## src/rtl/timer_pkg.sv

```systemverilog
// Shared definitions for the 8-bit timer APB register block: register map,
// control/status bit positions and the bus-phase state encoding.
package timer_pkg;

    localparam logic [7:0] ADDR_TDR  = 8'h00;
    localparam logic [7:0] ADDR_TCR  = 8'h01;
    localparam logic [7:0] ADDR_TSR  = 8'h02;
    localparam logic [7:0] ADDR_TCNT = 8'h03;

    localparam int TCR_LOAD_BIT = 7;
    localparam int TCR_DOWN_BIT = 5;
    localparam int TCR_EN_BIT   = 4;
    localparam int TCR_CKS_LSB  = 0;

    // Implemented TCR bits; the rest are write-ignored and read as zero.
    localparam logic [7:0] TCR_WMASK = 8'hB3;

    localparam int TSR_OVF_BIT = 0;
    localparam int TSR_UDF_BIT = 1;

    typedef enum logic [1:0] {
        IDLE   = 2'd0,
        SETUP  = 2'd1,
        ACCESS = 2'd2
    } apb_state_e;

endpackage

```

## src/rtl/timer_apb_fsm.sv

```systemverilog
// APB bus-phase tracker: follows SETUP/ACCESS and raises pready after the
// configured number of wait cycles; an access abandoned by the requester never completes.
module timer_apb_fsm
    import timer_pkg::*;
#(
    parameter int WAIT_STATES = 1
) (
    input  logic       pclk,
    input  logic       presetn,
    input  logic       psel,
    input  logic       penable,
    output logic       pready,
    output apb_state_e state_o
);

    localparam logic [1:0] WAIT_CNT_LAST = 2'(WAIT_STATES);

    apb_state_e state_q, state_d;
    logic [1:0] wait_cnt_q, wait_cnt_d;

    // NOTE: every always_comb output gets a default first so no path infers a latch.
    always_comb begin
        state_d    = state_q;
        wait_cnt_d = wait_cnt_q;
        pready     = 1'b0;
        unique case (state_q)
            IDLE: begin
                if (psel && !penable) state_d = SETUP;
            end
            SETUP: begin
                if (!psel) begin
                    state_d = IDLE;
                end else if (penable) begin
                    // The SETUP-state cycle with penable high is the first ACCESS cycle.
                    if (WAIT_STATES == 0) begin
                        pready  = 1'b1;
                        state_d = IDLE;
                    end else begin
                        state_d    = ACCESS;
                        wait_cnt_d = 2'd1;
                    end
                end
            end
            ACCESS: begin
                if (!psel || !penable) begin
                    state_d = IDLE;
                end else if (wait_cnt_q == WAIT_CNT_LAST) begin
                    pready  = 1'b1;
                    state_d = IDLE;
                end else begin
                    wait_cnt_d = wait_cnt_q + 2'd1;
                end
            end
            default: state_d = IDLE;
        endcase
    end

    // NOTE: sequential state uses non-blocking assignments so every flop samples pre-edge values.
    always_ff @(posedge pclk or negedge presetn) begin
        if (!presetn) begin
            state_q    <= IDLE;
            wait_cnt_q <= 2'd0;
        end else begin
            state_q    <= state_d;
            wait_cnt_q <= wait_cnt_d;
        end
    end

    assign state_o = state_q;

endmodule

```

## src/rtl/timer_apb_slave.sv

```systemverilog
// APB3 completer for the 8-bit timer: TDR/TCR/TSR registers, read-only TCNT,
// control fields to the counter core and sticky overflow/underflow capture.
module timer_apb_slave
    import timer_pkg::*;
#(
    parameter int WAIT_STATES = 1
) (
    input  logic       pclk,
    input  logic       presetn,
    input  logic       psel,
    input  logic       penable,
    input  logic       pwrite,
    input  logic [7:0] paddr,
    input  logic [7:0] pwdata,
    output logic [7:0] prdata,
    output logic       pready,
    output logic       pslverr,
    output logic [7:0] tdr_o,
    output logic       load_o,
    output logic       down_o,
    output logic       en_o,
    output logic [1:0] cks_o,
    input  logic [7:0] tcnt_i,
    input  logic       ovf_i,
    input  logic       udf_i
);

    apb_state_e state;
    logic       done;
    logic       addr_err;
    logic       wr_ok;
    logic       rd_done;
    logic [7:0] rdata_mux;

    logic [7:0] tdr_q, tdr_d;
    logic [7:0] tcr_q, tcr_d;
    logic [7:0] tsr_q, tsr_d;
    logic [7:0] prdata_q, prdata_d;

    timer_apb_fsm #(
        .WAIT_STATES(WAIT_STATES)
    ) u_fsm (
        .pclk    (pclk),
        .presetn (presetn),
        .psel    (psel),
        .penable (penable),
        .pready  (done),
        .state_o (state)
    );

    always_comb begin
        addr_err = (paddr > ADDR_TCNT) || (pwrite && (paddr == ADDR_TCNT));
        wr_ok    = done && pwrite && !addr_err;
        rd_done  = done && !pwrite;

        unique case (paddr)
            ADDR_TDR:  rdata_mux = tdr_q;
            ADDR_TCR:  rdata_mux = tcr_q;
            ADDR_TSR:  rdata_mux = tsr_q;
            ADDR_TCNT: rdata_mux = tcnt_i;
            default:   rdata_mux = 8'h00;
        endcase
    end

    always_comb begin
        tdr_d    = tdr_q;
        tcr_d    = tcr_q;
        tsr_d    = tsr_q;
        prdata_d = prdata_q;

        if (wr_ok && (paddr == ADDR_TDR)) tdr_d = pwdata;
        if (wr_ok && (paddr == ADDR_TCR)) tcr_d = pwdata & TCR_WMASK;
        // Write-zero-to-clear; hardware set is applied last so it wins a same-cycle clear.
        if (wr_ok && (paddr == ADDR_TSR)) tsr_d = tsr_q & pwdata;
        tsr_d[TSR_OVF_BIT] = tsr_d[TSR_OVF_BIT] | ovf_i;
        tsr_d[TSR_UDF_BIT] = tsr_d[TSR_UDF_BIT] | udf_i;
        tsr_d[7:2]         = 6'd0;

        if (rd_done) prdata_d = rdata_mux;
    end

    always_ff @(posedge pclk or negedge presetn) begin
        if (!presetn) begin
            tdr_q    <= 8'h00;
            tcr_q    <= 8'h00;
            tsr_q    <= 8'h00;
            prdata_q <= 8'h00;
        end else begin
            tdr_q    <= tdr_d;
            tcr_q    <= tcr_d;
            tsr_q    <= tsr_d;
            prdata_q <= prdata_d;
        end
    end

    // Read data is presented in the completing cycle itself and held afterwards.
    assign prdata  = rd_done ? rdata_mux : prdata_q;
    assign pready  = done;
    assign pslverr = done && addr_err;

    assign tdr_o  = tdr_q;
    assign load_o = tcr_q[TCR_LOAD_BIT];
    assign down_o = tcr_q[TCR_DOWN_BIT];
    assign en_o   = tcr_q[TCR_EN_BIT];
    assign cks_o  = tcr_q[TCR_CKS_LSB +: 2];

endmodule

```

## config.mk

```make
export PLATFORM = sky130hd
export DESIGN_NAME = timer_apb_slave
export DESIGN_NICKNAME = d
export VERILOG_FILES = /design/src/rtl/timer_pkg.sv /design/src/rtl/timer_apb_fsm.sv /design/src/rtl/timer_apb_slave.sv
export SDC_FILE = /design/constraint.sdc
export NUM_CORES = 1
export LEC_CHECK = 0
export CORE_MARGIN = 2
export CORE_UTILIZATION = 45
export CTS_CLUSTER_SIZE = 10
export DETAILED_ROUTE_END_ITERATION = 10
export PLACE_DENSITY = 0.82
export REMOVE_ABC_BUFFERS = 1
export SYNTH_ARGS = -nofsm -noshare
export SYNTH_HDL_FRONTEND = slang
export SYNTH_HIERARCHICAL = 1
export SYNTH_SLANG_ARGS = --single-unit
```

## constraint.sdc

```tcl
create_clock -name pclk -period 4.95 [get_ports pclk]
set_input_delay 0.99 -clock pclk [delete_from_list [all_inputs] [get_ports pclk]]
set_output_delay 0.99 -clock pclk [all_outputs]
set_load 0.01 [all_outputs]
```

# Word level (Yosys, flattened, before mapping)
# Index checks and enable logic that the tools add are counted.
dict set report op_classes {
  n_addsub 1
  order_cmp 1
  n_eq_ne 13
  mux 17
  n_bitwise 3
  n_reduce_logical 20
}
# operator n
set op_table {}
lappend op_table {{8-bit one-hot mux with 4 select lines} 1}
lappend op_table {{2-bit 2-to-1 mux} 10}
lappend op_table {{8-bit by 2-bit == test with 1-bit output, second input constant} 2}
lappend op_table {{1-bit logical AND} 9}
lappend op_table {{8-bit by 1-bit == test with 1-bit output, second input constant} 1}
lappend op_table {{8-bit by 2-bit greater-than comparator with 1-bit output, second input constant} 1}
lappend op_table {{8-bit logical NOT} 1}
lappend op_table {{8-bit 2-to-1 mux} 1}
lappend op_table {{2-bit inequality test, second input constant} 4}
lappend op_table {{2-bit one-hot mux with 3 select lines} 1}
lappend op_table {{5-bit AND reduction} 1}
lappend op_table {{2-bit by 1-bit == test with 1-bit output, second input constant} 2}
lappend op_table {{1-bit logical NOT} 4}
lappend op_table {{2-bit one-hot mux with 2 select lines} 1}
lappend op_table {{1-bit 2-to-1 mux} 3}
lappend op_table {{3-bit by 1-bit inequality test with 1-bit output, second input constant} 1}
lappend op_table {{3-bit inequality test, second input constant} 1}
lappend op_table {{3-bit AND reduction} 1}
lappend op_table {{2-bit by 1-bit adder with 2-bit output, second input constant} 1}
lappend op_table {{2-bit AND} 1}
lappend op_table {{2-bit == test, second input constant} 1}
lappend op_table {{2-bit logical NOT} 1}
lappend op_table {{1-bit logical OR} 2}
lappend op_table {{2-bit by 1-bit inequality test with 1-bit output, second input constant} 1}
lappend op_table {{2 further kinds} 3}
dict set report word_totals {
  regBits 27
  in_bits 31
  elab_cells 61
}

# Depth between registers and ports, before layout
dict set report depth {
  ltp_word 9
  mapped_depth 8
  depth_no_buf 7
}

# Cells and area by module
# Netlist, hierarchy kept.
# mod instances cells_each area_per_inst_um2 seq_area_each_um2
set modules_own_cells {}
lappend modules_own_cells {timer_apb_slave 1 87 1091.0 575.6}
lappend modules_own_cells {timer_apb_fsm 1 24 224.0 100.1}

# Worst setup path before layout
# OpenSTA, ideal clock, no wires.
dict set report synth_path {
  path_kind {input to output}
  start {input port psel}
  end {output port prdata[0]}
  t_arrival_ns 2.400
  required_ns 3.960
  slack_ns 1.560
  path_stages 5
  n_path_buf 0
  path_cell_list {nand2_1 -> nor3_1 -> nand2b_1 -> or3_4 -> o21ai_1}
}
dict set report synth_between {
  elab_chain_cells 6
}
# item line
set synth_lines {}
lappend synth_lines {{start: declaration} timer_apb_slave.sv:10} ;# input logic psel,
lappend synth_lines {{1-bit logical NOT} n/a}
lappend synth_lines {{1-bit logical OR} timer_apb_fsm.sv:45} ;# if (!psel || !penable) begin
lappend synth_lines {{1-bit 2-to-1 mux} timer_apb_fsm.sv:45}
lappend synth_lines {{1-bit 2-to-1 mux} timer_apb_fsm.sv:26} ;# unique case (state_q)
lappend synth_lines {{named net pready} timer_apb_slave.sv:16} ;# output logic pready,
lappend synth_lines {{1-bit logical AND} timer_apb_slave.sv:54} ;# rd_done = done && !pwrite;
lappend synth_lines {{8-bit 2-to-1 mux} n/a}
lappend synth_lines {{end: declaration} timer_apb_slave.sv:15} ;# output logic [7:0] prdata,
# The timed path passes the listed nets, and every way through them passes these cells.

# Worst setup path after layout
dict set report layout_path {
  start {input port penable}
  end {output port prdata[1]}
}
dict set report layout_between {
  elab_chain_cells 6
}
# item line
set layout_lines {}
lappend layout_lines {{start: declaration} timer_apb_slave.sv:11} ;# input logic penable,
lappend layout_lines {{1-bit logical NOT} timer_apb_fsm.sv:45}
lappend layout_lines {{1-bit logical OR} timer_apb_fsm.sv:45}
lappend layout_lines {{1-bit 2-to-1 mux} timer_apb_fsm.sv:45}
lappend layout_lines {{1-bit 2-to-1 mux} timer_apb_fsm.sv:26}
lappend layout_lines {{1-bit logical AND} timer_apb_slave.sv:54}
lappend layout_lines {{8-bit 2-to-1 mux} n/a}
# No other way between the ends.

==> out/results.txt <==
outcome: finished clean
Hold WC Path Type: reg2reg
TritonRoute pass-1 iters: 4
via count: 1,074
unrepaired setup endpoints after global routing: no
largest net degree at the start of global routing: 28
Crit. End Element: output port
total grt overflow: 0
DPL Wire Length: 2.589 mm
Post-Syn Instances: 111
final setup margin: 0.5525 ns
routed wire length: 3.278 mm
Buffers & Inverters on Critical Path: 2
Max Buffers Root-to-Sink: 2
Fillers: 212
crit path max-delay cell type: clkdlybuf4s50_1
share of cells above drive strength 1: 0.1687
global-route wire length before repair: 5.361 mm
Synth Warn #: 6
met2 GRT Util: 0.3945
most frequent cells in the layout: 53 x clkdlybuf4s50_1, 27 x dfrtp_1, 16 x mux2_2
routed len/inst: 16.64 µm
Max Fclk: 227.4 MHz
CP max FO: 5
vias per cell: 5.452
setup repair bufs after CTS: 0
antenna cells: 0
Initial Util: 0.4769
Hold Vio Cnt, Final: 0
remaining antenna violation count after routing: 0
I/O Buffers: 53
clock power share: 0.248
Slew Viols, Final: 0
gpl congestion: 0.8031
startpoint types: input port
cell family with most CP delay: simple AND/OR/NAND/NOR gates
Yosys top cell area share: 0.5138
Post-synth ARST share: 1.000
endpoints failing setup: 0
Worst IR Drop VDD: 0.2534 mV
synth unique cells: 34
clock slew at reported path FFs: 0.12 ns
minimum clock period: 4.397 ns
initial antenna violation count: 0
Leak: 0.8248 nW
NetSw: 84.43 µW
leading area contributor after synthesis: dfrtp_1
IO Pins: 54
H-tree depth: 1
full die area: 3370 µm²
Post-Synthesis Mean Instance Area: 11.85 µm²
core area: 2758 µm²
Die X: 58.06 µm
die height: 58.06 µm
M1 GR Usage: 0.2529
Post-synth EDFFs: 0
Clock Skew: 0.01515 ns
GRT Total Usage: 0.2146
row cnt: 19
worst hold slack: 0.4974 ns
Synth area leaders: dfrtp_1 51%, mux2_2 14%, nand2_1 3.7%, a22oi_1 3.4%, mux4_2 3.4%
post-placement setup slack: 0.5536 ns
clk sink count: 27
net count reported at finish: 199
CP most frequent cell: clkdlybuf4s50_1
Clk Latency, worst-skew pair: 0.32 ns
CTS Hold Bufs: 0
most common cell after layout, fill and taps aside: clkdlybuf4s50_1
final core utilization: 0.6919
sw frac: 0.2276
crit-path cells: clkdlybuf4s50_1 > nand2_1 > nor3_1 > nand2b_1 > or3_4 > o21ai_1 > clkdlybuf4s50_1
DRC: 0
Worst EP arrival: 3.41 ns
period utilization: 0.8884
setup TNS: 0 ns
max cap viols: 0
post-CTS sizing: 0
WS Path Type: in2out
Worst Path Required: 3.96 ns
sequential share of power: 0.608
vias in the first global route: 1,167
worst relative slew slack: 0.6662
Worst Max-Slew Pin Slew: 0.4969 ns
P&R area growth vs syn: 45.10%
grt met3 use: 0.05134
Top FF cell, synth: dfrtp_1
CTS tree: yes
P per Cell Area: 194.4 nW/µm²
post-synthesis register bit count: 27
internal power: 286.5 µW
delay of the slowest critical-path stage: 0.59 ns
mapped cell area: 1315 µm²
Initial DRC Count: 34
total CTS buffers: 3
combinational power share: 0.144
GR peak layer: met2
Seq/Total Area, Yosys: 0.5138
Clock Tree Root: clkbuf_4
==> cell usage after synthesis (all sizes together) (2+ instances only) <==
master and instances:
nor4 2, nand2 13, nand4b 2, buf 2, o21ai 5, o31ai 3
dfrtp 27, a22oi 6, mux2 16, mux4 2, nor2 3, nand2b 3
clkbuf 2, inv 5, o41ai 3
==> metal layers <==
layer / wire length, µm / vias to the layer above / share of wire
met5: 0 / - / 0
met4: 17 / 0 / 0.0052
met3: 178 / 2 / 0.054
met2: 1761 / 35 / 0.54
met1: 1320 / 514 / 0.40
li1: - / 523 / -
==> logic make-up (layout without fill, tap and decap cells) <==
| logic type | Yosys count | after routing | synth area share |
|---|---|---|---|
| compound gates | 21 | 21 | 0.1151 |
| buf+inv | 9 | 64 | 0.02760 |
| simple gates | 34 | 34 | 0.1551 |
| mux | 19 | 19 | 0.1789 |
| flops | 27 | 27 | 0.5138 |
| fa+ha+maj | 1 | 1 | 0.009513 |
==> power groups by stage <==
stage	clock (mW)	sequential, mW	combinational (mW)
after floorplan	0	0.229	0.0163
after global placement	0	0.230	0.0519
after detailed placement	0	0.230	0.0536
after CTS	0.0965	0.226	0.0537
after global routing	0.103	0.226	0.0583
final	0.0920	0.226	0.0533
==> per-stage QoR <==
stage               total power, mW  instance area (µm²)  std cells
floorplan                    0.2457                 1297        107
global placement             0.2815                 1882        193
detailed placement           0.2834                 1882        193
CTS                          0.3759                 1908        197
global route                 0.3873                 1908        197
finish                       0.3710                 1908        197
==> final timing paths <==
path	from	end	slack, ns	depth (start not counted)
min in group asynchronous	presetn	prdata_q[5]	1.01	2
max reg2reg	u_fsm/wait_cnt_q[1]	tcr_q[4]	2.69	7
min	prdata_q[2]	prdata_q[2]	0.50	2
min reg2reg	prdata_q[2]	prdata_q[2]	0.50	2
max	penable	prdata[1]	0.55	7
max in group asynchronous	presetn	tdr_o[7]	3.67	2
==> flip-flops by register name (all words and copies together), names as in the netlist <==
name	cells
prdata_q	8
tcr_q	5
tdr_o	8
tsr_q	2
u_fsm/state_o	2
u_fsm/wait_cnt_q	2
==> area by class of cell <==
cell class                      instances  area, µm²  share of cell area
Sequential cell                        27      675.6              0.3541
Clock buffer                            4      26.28             0.01377
Timing Repair Buffer                   55      545.5              0.2859
Multi-Input combinational cell         75      603.1              0.3161
Inverter                                5      18.77            0.009836
Tap cell                               31      38.79             0.02033
==> worst reg2reg max path, delay by kind of cell, from the launching register on <==
kind	cells	cell delay, ns
and+or+nand+nor	4	1.07
adders and majority gates	1	0.20
muxes	1	0.40
buffers and inverters	1	0.06
DFF	1	0.42
No activity file was read; power rests on OpenSTA's default activity.
